===== src/rtl/alu_writeback_unit.sv =====
`default_nettype none
// ============================================================================
// Module      : alu_writeback_unit
// Description : Writeback stage behind the 8-bit ALU. Accepts a result bundle
//               under valid/ready, writes an NREGS x 8 register file, merges
//               masked flags into a persistent status register, and serves two
//               combinational read ports. A MULTIPLY occupies two cycles: the
//               low byte goes to rd, and then the high byte goes to rd+1, which
//               wraps to r0 when rd is the last register.
// Options     : WB_FORWARD_EN - when defined, the read ports and carry_flag
//               return the value being written in the current cycle.
// Revision    : 1.0 - initial release
// ============================================================================
module alu_writeback_unit #(
  parameter int NREGS = 8,
  parameter int AW    = 3
) (
  input  logic          clk,
  input  logic          rst,
  input  logic          in_valid,
  output logic          in_ready,
  input  logic [3:0]    fsl,
  input  logic [AW-1:0] rd,
  input  logic [7:0]    result,
  input  logic [7:0]    mul_high,
  input  logic [3:0]    sreg_in,
  input  logic [AW-1:0] rs1_addr,
  output logic [7:0]    rs1_data,
  input  logic [AW-1:0] rs2_addr,
  output logic [7:0]    rs2_data,
  output logic [3:0]    sreg,
  output logic          carry_flag,
  output logic          wb_done
);

  localparam logic [3:0] OP_MUL = 4'b1110;
  localparam logic [3:0] OP_CMP = 4'b1111;

  typedef enum logic [0:0] {
    IDLE = 1'b0,
    HI   = 1'b1
  } state_t;

  state_t        state_q, state_d;
  logic [7:0]    rf_q [NREGS];
  logic [7:0]    rf_d [NREGS];
  logic [3:0]    sreg_q, sreg_d;
  logic [7:0]    hi_data_q, hi_data_d;
  logic [AW-1:0] hi_addr_q, hi_addr_d;
  logic          wb_done_q, wb_done_d;

  logic          accept;
  logic [3:0]    flag_mask;
  logic          wr_en;
  logic [AW-1:0] wr_addr;
  logic [7:0]    wr_data;

  assign in_ready = (state_q == IDLE);
  assign accept   = in_valid & in_ready;

  // Flag mask per opcode, ordered {V,S,C,Z}: 1 takes the ALU flag, 0 holds it.
  always_comb begin
    flag_mask = 4'b0101;
    casez (fsl)
      4'b00??: flag_mask = 4'b1111;
      4'b01??: flag_mask = 4'b0101;
      4'b10??: flag_mask = 4'b0111;
      default: flag_mask = 4'b0101;
    endcase
  end

  // Select the single register-file write for this cycle, plus the next state.
  always_comb begin
    state_d   = state_q;
    sreg_d    = sreg_q;
    hi_data_d = hi_data_q;
    hi_addr_d = hi_addr_q;
    wb_done_d = 1'b0;
    wr_en     = 1'b0;
    wr_addr   = rd;
    wr_data   = result;
    case (state_q)
      IDLE: begin
        if (accept) begin
          wr_en  = (fsl != OP_CMP);
          sreg_d = (sreg_q & ~flag_mask) | (sreg_in & flag_mask);
          if (fsl == OP_MUL) begin
            hi_data_d = mul_high;
            hi_addr_d = rd + AW'(1);
            state_d   = HI;
          end else begin
            wb_done_d = 1'b1;
          end
        end
      end
      HI: begin
        wr_en     = 1'b1;
        wr_addr   = hi_addr_q;
        wr_data   = hi_data_q;
        wb_done_d = 1'b1;
        state_d   = IDLE;
      end
      default: state_d = IDLE;
    endcase
  end

  // Apply the selected write to a copy of the register file.
  always_comb begin
    for (int i = 0; i < NREGS; i++) begin
      rf_d[i] = rf_q[i];
    end
    if (wr_en) begin
      rf_d[wr_addr] = wr_data;
    end
  end

  // State registers. A reset also discards a pending high-byte write.
  always_ff @(posedge clk) begin
    if (rst) begin
      state_q   <= IDLE;
      sreg_q    <= 4'b0000;
      hi_data_q <= 8'h00;
      hi_addr_q <= '0;
      wb_done_q <= 1'b0;
      for (int i = 0; i < NREGS; i++) begin
        rf_q[i] <= 8'h00;
      end
    end else begin
      state_q   <= state_d;
      sreg_q    <= sreg_d;
      hi_data_q <= hi_data_d;
      hi_addr_q <= hi_addr_d;
      wb_done_q <= wb_done_d;
      for (int i = 0; i < NREGS; i++) begin
        rf_q[i] <= rf_d[i];
      end
    end
  end

  assign sreg    = sreg_q;
  assign wb_done = wb_done_q;

`ifdef WB_FORWARD_EN
  // Read ports bypass the write in progress so that operand fetch sees it at once.
  always_comb begin
    rs1_data = (wr_en && (wr_addr == rs1_addr)) ? wr_data : rf_q[rs1_addr];
    rs2_data = (wr_en && (wr_addr == rs2_addr)) ? wr_data : rf_q[rs2_addr];
  end
  assign carry_flag = sreg_d[1];
`else
  // Read ports return registered contents only.
  always_comb begin
    rs1_data = rf_q[rs1_addr];
    rs2_data = rf_q[rs2_addr];
  end
  assign carry_flag = sreg_q[1];
`endif

endmodule
`default_nettype wire


===== config.mk =====
export PLATFORM = sky130hd
export DESIGN_NAME = alu_writeback_unit
export DESIGN_NICKNAME = d
export VERILOG_FILES = /design/src/rtl/alu_writeback_unit.sv
export SDC_FILE = /design/constraint.sdc
export NUM_CORES = 1
export LEC_CHECK = 0
export ABC_AREA = 1
export CORE_ASPECT_RATIO = 1.25
export CORE_MARGIN = 1.5
export CORE_UTILIZATION = 56
export CTS_CLUSTER_SIZE = 30
export DETAILED_ROUTE_END_ITERATION = 8
export PLACE_DENSITY = 0.81
export RECOVER_POWER = 25
export SLEW_MARGIN = 20
export SYNTH_ARGS = -nofsm -noshare
export SYNTH_HDL_FRONTEND = slang
export SYNTH_SLANG_ARGS = --single-unit
export TNS_END_PERCENT = 10

===== constraint.sdc =====
create_clock -name clk -period 1.74 [get_ports clk]
set_input_delay 0.174 -clock clk [delete_from_list [all_inputs] [get_ports clk]]
set_output_delay 0.174 -clock clk [all_outputs]
set_load 0.05 [all_outputs]

# Word-level counts from Yosys, hierarchy flattened
# Memories as Yosys holds them, arrays and structs flattened.
# Index checks and enable logic that the tools add are counted.
# op_classes
n_addsub	1
multipliers	0
n_div	0
magnitude_cmp	2
eq_ne	3
n_shift	0
n_mux	26
bitwise	15
reduce_logical	4
# ops
op	n
8-bit two-way mux	10
64-bit bitwise mux	1
64-bit two-way mux	1
8-bit demux with 3-bit select	1
4-bit AND	2
1-bit two-way mux	8
1-bit OR	8
4-bit one-hot mux with 2 select lines	1
1-bit one-hot mux with 2 select lines	3
4-bit == test, second input constant	1
4-bit >= comparator, second input constant	1
4-bit by 1-bit less-than comparator with 1-bit output, second input constant	1
4-bit inequality test, second input constant	1
3-bit NOT with 4-bit output	1
4-bit NOT	1
4-bit OR	1
3-bit by 1-bit adder with 3-bit output, second input constant	1
3-bit two-way mux	1
3-bit AND reduction	1
2-bit == test, second input constant	1
2-bit zero test	1
2-bit AND reduction	1
1-bit AND	1
1-bit logical AND	1
1-bit NOT	1
# word_totals
regBits	17
latchBits	0
mem_bits_rw	64
rom_bits	0
output_inout_bits	23
mem_count	1
# memory_table
memory	depth	word_bits	read_ports	rd_clocked_by_memory_dff	write_ports	line_no	text
rf_q	8	8	10	0	8	45	logic [7:0] rf_q [NREGS];

# Longest topological paths before layout
# logic_depth
depth_word	9
ltp_mapped	9
mapped_depth_nobuf	8

# Least setup slack after synthesis
# OpenSTA, ideal clock, no wires.
# synth_timing
kind	register -> register
startpoint	reg state_q
endpoint	mem rf_q[4][6]
setup_time_ns	0.115
t_arrival_ns	1.304
t_required_ns	1.625
slack_ns	0.321
stages_incl_launch_ff	7
path_buffers	1
synth_period_minus_slack_ns	1.419
path_cell_list	dfxtp_1 -> inv_2 -> buf_2 -> o21ai_2 -> nand3_1 -> nand2_1 -> nor2_1
# synth_rtl
element	line_no	text
start, declared	44	state_t state_q, state_d;
start signal, assigned	129	state_q <= state_d;
end, declared	45	

# Final worst setup path
# layout_timing
startpoint	in rs1_addr[1]
endpoint	out rs1_data[3]
# layout_between
elab_chain_len	1
# layout_rtl
element	line_no	text
start, declared	27	input logic [AW-1:0] rs1_addr,
memory read 8 x 8 bit	n/a	
end, declared	28	output logic [7:0] rs1_data,
# No other way between the ends.

==> summary.md <==
| Metric | Value |
|---|---|
| Status | completed |
| Nets | approximately 800 |
| Yosys top cell by area | dfxtp_1 |
| Internal power | 3.267 mW |
| Dpl ws | -0.02063 ns |
| Leakage | around 2.4 nW |
| Buffers on Ports | just under 60 |
| Drt via density | slightly below 6 |
| Worst EP required | approximately 1.6 ns |
| Synthesis-to-layout area growth | 22.85% |
| RePlAce Congestion | ~0.90 |
| YS warnings | 0 |
| Seq pwr share | 0.421 |
| R2r endpoint | rf_q[1][3]$_SDFFE_PP0P_ |
| Sw power | ~1.4 mW |
| Highest-count cells in the layout ignoring fill and taps | nor2_1 (126), nand2_1 (123), o21ai_0 (96) |
| CTS Hold Bufs | 0 |
| Initial core utilization | 0.5783 |
| # clock sinks | 81 |
| Tcrit/Tclk final | 0.9861 |
| TritonCTS clock tree | done |
| Seq/Total Area, Yosys | 0.3384 |
| Fmax | 582.8 MHz |
| Combinational power share | 0.233 |
| Detailed router's first-iteration violation count | 528 |
| Rel. slew slack | 0.6016 |
| Worst Setup EP | rs1_data[3] |
| Setup Crit Path Kind | in -> out |
| H-tree levels | 3 |
| EDFF count, synth | 0 |
| Max-slew violations | 0 |
| Worst skew pair latency | between 0.3 and 0.4 ns |
| Worst slew pin tran | approximately 0.6 ns |
| Syn avg cell area | roughly 6.6 µm² |
| Hold crit path type | in -> reg |
| Critical path launch point | rs1_addr[1] |
| DRC Markers | 0 |
| Unrepaired setup endpoints after global routing | true |
| Final setup margin | around 0.024 ns |
| Switching share of power | 0.3026 |
| Synth Instances | 730 |
| Share of cells above drive strength 1 | 0.1498 |
| WL/cell | 15.03 µm |
| Reg-to-Reg Start | state_q$_SDFF_PP0_ |
| Full die area | just over 9000 µm² |
| Drt pass-1 iters | 5 |
| Main flop type after synthesis | dfxtp_1 |
| Commonest non-fill, non-tap cell in the layout | nor2_1 |
| Max IR drop VDD | between 0.0005 and 0.0006 V |
| Maximum fanout along the worst path | 32 |
| Fin. Hold Viols | 0 |
| CP Launch Type | input port |
| Clock transition at path regs | 0.08 ns |
| First-pass GRT wire length | ~21000 µm |
| Num CTS Buffers | 9 |
| Placed cell count | around 860 |
| Synth Register Bits | 81 |
| Antenna violations before repair | 0 |
| Top-area cell type share of the netlist area | 0.3384 |
| WP data arrival | 1.54 ns |
| Tmin final | approximately 1.7 ns |
| Max Cap Viol | 0 |
| DIE WIDTH | between 80 and 90 µm |
| Hold WS | roughly 0.39 ns |
| # setup viols final | 0 |
| Largest net degree at the start of global routing | 69 |
| Ant. Diodes | 0 |
| Worst R2R Setup Slack | approximately 0.17 ns |
| Skew final | 0.006903 ns |
| Die Height | 106.4 µm |
| R2R cell count | 8 |
| CTS Buffer Depth | 2 |
| Post-synth cell types | 28 |
| Routed via count | 5080 |
| Clk pwr share | 0.346 |
| Row Count | 37 |
| Core area | about 8300 µm² |
| Async set or reset register ratio after synthesis | 0 |
| Synthesized area | 4792 µm² |
| WL final | around 13000 µm |
| Detailed Place HPWL | about 9000 µm |
| Clock root buffer | clkbuf_8 |
| Gr ovfl total | 0 |
| Total track usage | 0.2913 |
| Vias in the first global route | 4559 |
| Layout Cells excl Fill | ~880 |
| Cell Pwr Density | around 800 nW/µm² |
| Setup crit end kind | output port |
| Post-synth net total | 767 |
| Final ANT Viol Nets | 0 |
| Largest cells by area after synthesis | dfxtp_1 (34%), o21ai_0 (12%), nor2_1 (9.8%) |
| Num ports | around 60 |
timing repair:
| item | in CTS | in global routing |
|---|---|---|
| endpoints found under the hold margin | 0 | 0 |
| setup buffers | 0 | 0 |
| cloned | 1 | 2 |
| resized for setup | 1 | 32 |
| endpoints found under the setup margin | 1 | 22 |
per-stage QoR:
stage,total power [mW],utilization,TNS (ns),instance area (µm²)
2_1_floorplan,2.698,-,0,4792
3_3_place_gp,3.017,0.6693,0,5547
3_5_place_dp,3.046,0.6693,-0.05263,5547
4_1_cts,4.656,0.7019,0,5817
5_1_grt,4.865,0.7104,-0.09030,5887
6_report,4.684,0.7104,0,5887
worst min-delay path by stage:
stage | startpoint | end | slack (ns) | depth (start not counted)
after floorplan | rst | wb_done$_SDFF_PP0_ | 0.24 | 1
after global placement | hi_addr_q[2]$_SDFFE_PP0P_ | hi_addr_q[2]$_SDFFE_PP0P_ | 0.46 | 2
after detailed placement | hi_addr_q[2]$_SDFFE_PP0P_ | hi_addr_q[2]$_SDFFE_PP0P_ | 0.46 | 2
after CTS | rst | state_q$_SDFF_PP0_ | 0.39 | 2
after global routing | rst | state_q$_SDFF_PP0_ | 0.42 | 2
final | rst | state_q$_SDFF_PP0_ | 0.39 | 2
Yosys cell counts, drive strengths merged (2+ instances only):
master  number
clkinv       2
or2          8
inv         29
a21oi       99
nand2      133
clkbuf      26
buf         28
o21ai      121
nor2       133
nand3       64
dfxtp       81
power by group through the flow:
stage                     Combinational, mW  Clock [mW]  Sequential (mW)
after floorplan                       0.675           0             2.02
after global placement                 1.01           0             2.01
after detailed placement               1.03           0             2.01
after CTS                              1.05        1.64             1.97
after global routing                   1.19        1.70             1.98
final                                  1.09        1.62             1.97
logic make-up (layout without fill, tap and decap cells):
kind of cell    Yosys count  in the layout  synth area share
fa+ha+maj                 1              1          0.002611
flops                    81             81            0.3384
simple gates            340            340            0.3185
xor+xnor                  1              1          0.001828
compound gates          222            222            0.2496
buf+inv                  85            136           0.08904
worst max-delay path, stage by stage:
cell             delay, ns
clkdlybuf4s50_1       0.51
buf_12                0.19
o21ai_0               0.10
o21ai_0               0.20
nand2_1               0.09
nand2_1               0.10
buf_6                 0.16
sequential cells by signal, indices dropped and copies added, names as in the netlist, named ones only:
| signal | count |
|---|---|
| hi_addr_q | 3 |
| rf_q | 64 |
| sreg | 2 |
| hi_data_q | 8 |
| state_q | 1 |
| wb_done | 1 |
final cells by class:
class / instances / area (µm²)
clock inverter: 4 / 73.82
sequential: 81 / 1624
fill: 684 / 2400
timing repair buffer: 89 / 1042
clock buffer: 12 / 165.2
inverter: 31 / 116.4
tap: 97 / 121.4
multi-input combinational: 564 / 2744
layer usage:
metal  up-vias  wire (µm)  track usage  part of all wire
li1       2513          -            -                 -
met1      2290       5561       0.3738              0.42
met2       248       6321       0.4775              0.48
met3        29       1037      0.06134             0.079
met4         0        273       0.1106             0.021
met5         -          0            0                 0
Power figures use the tool's default switching activity.
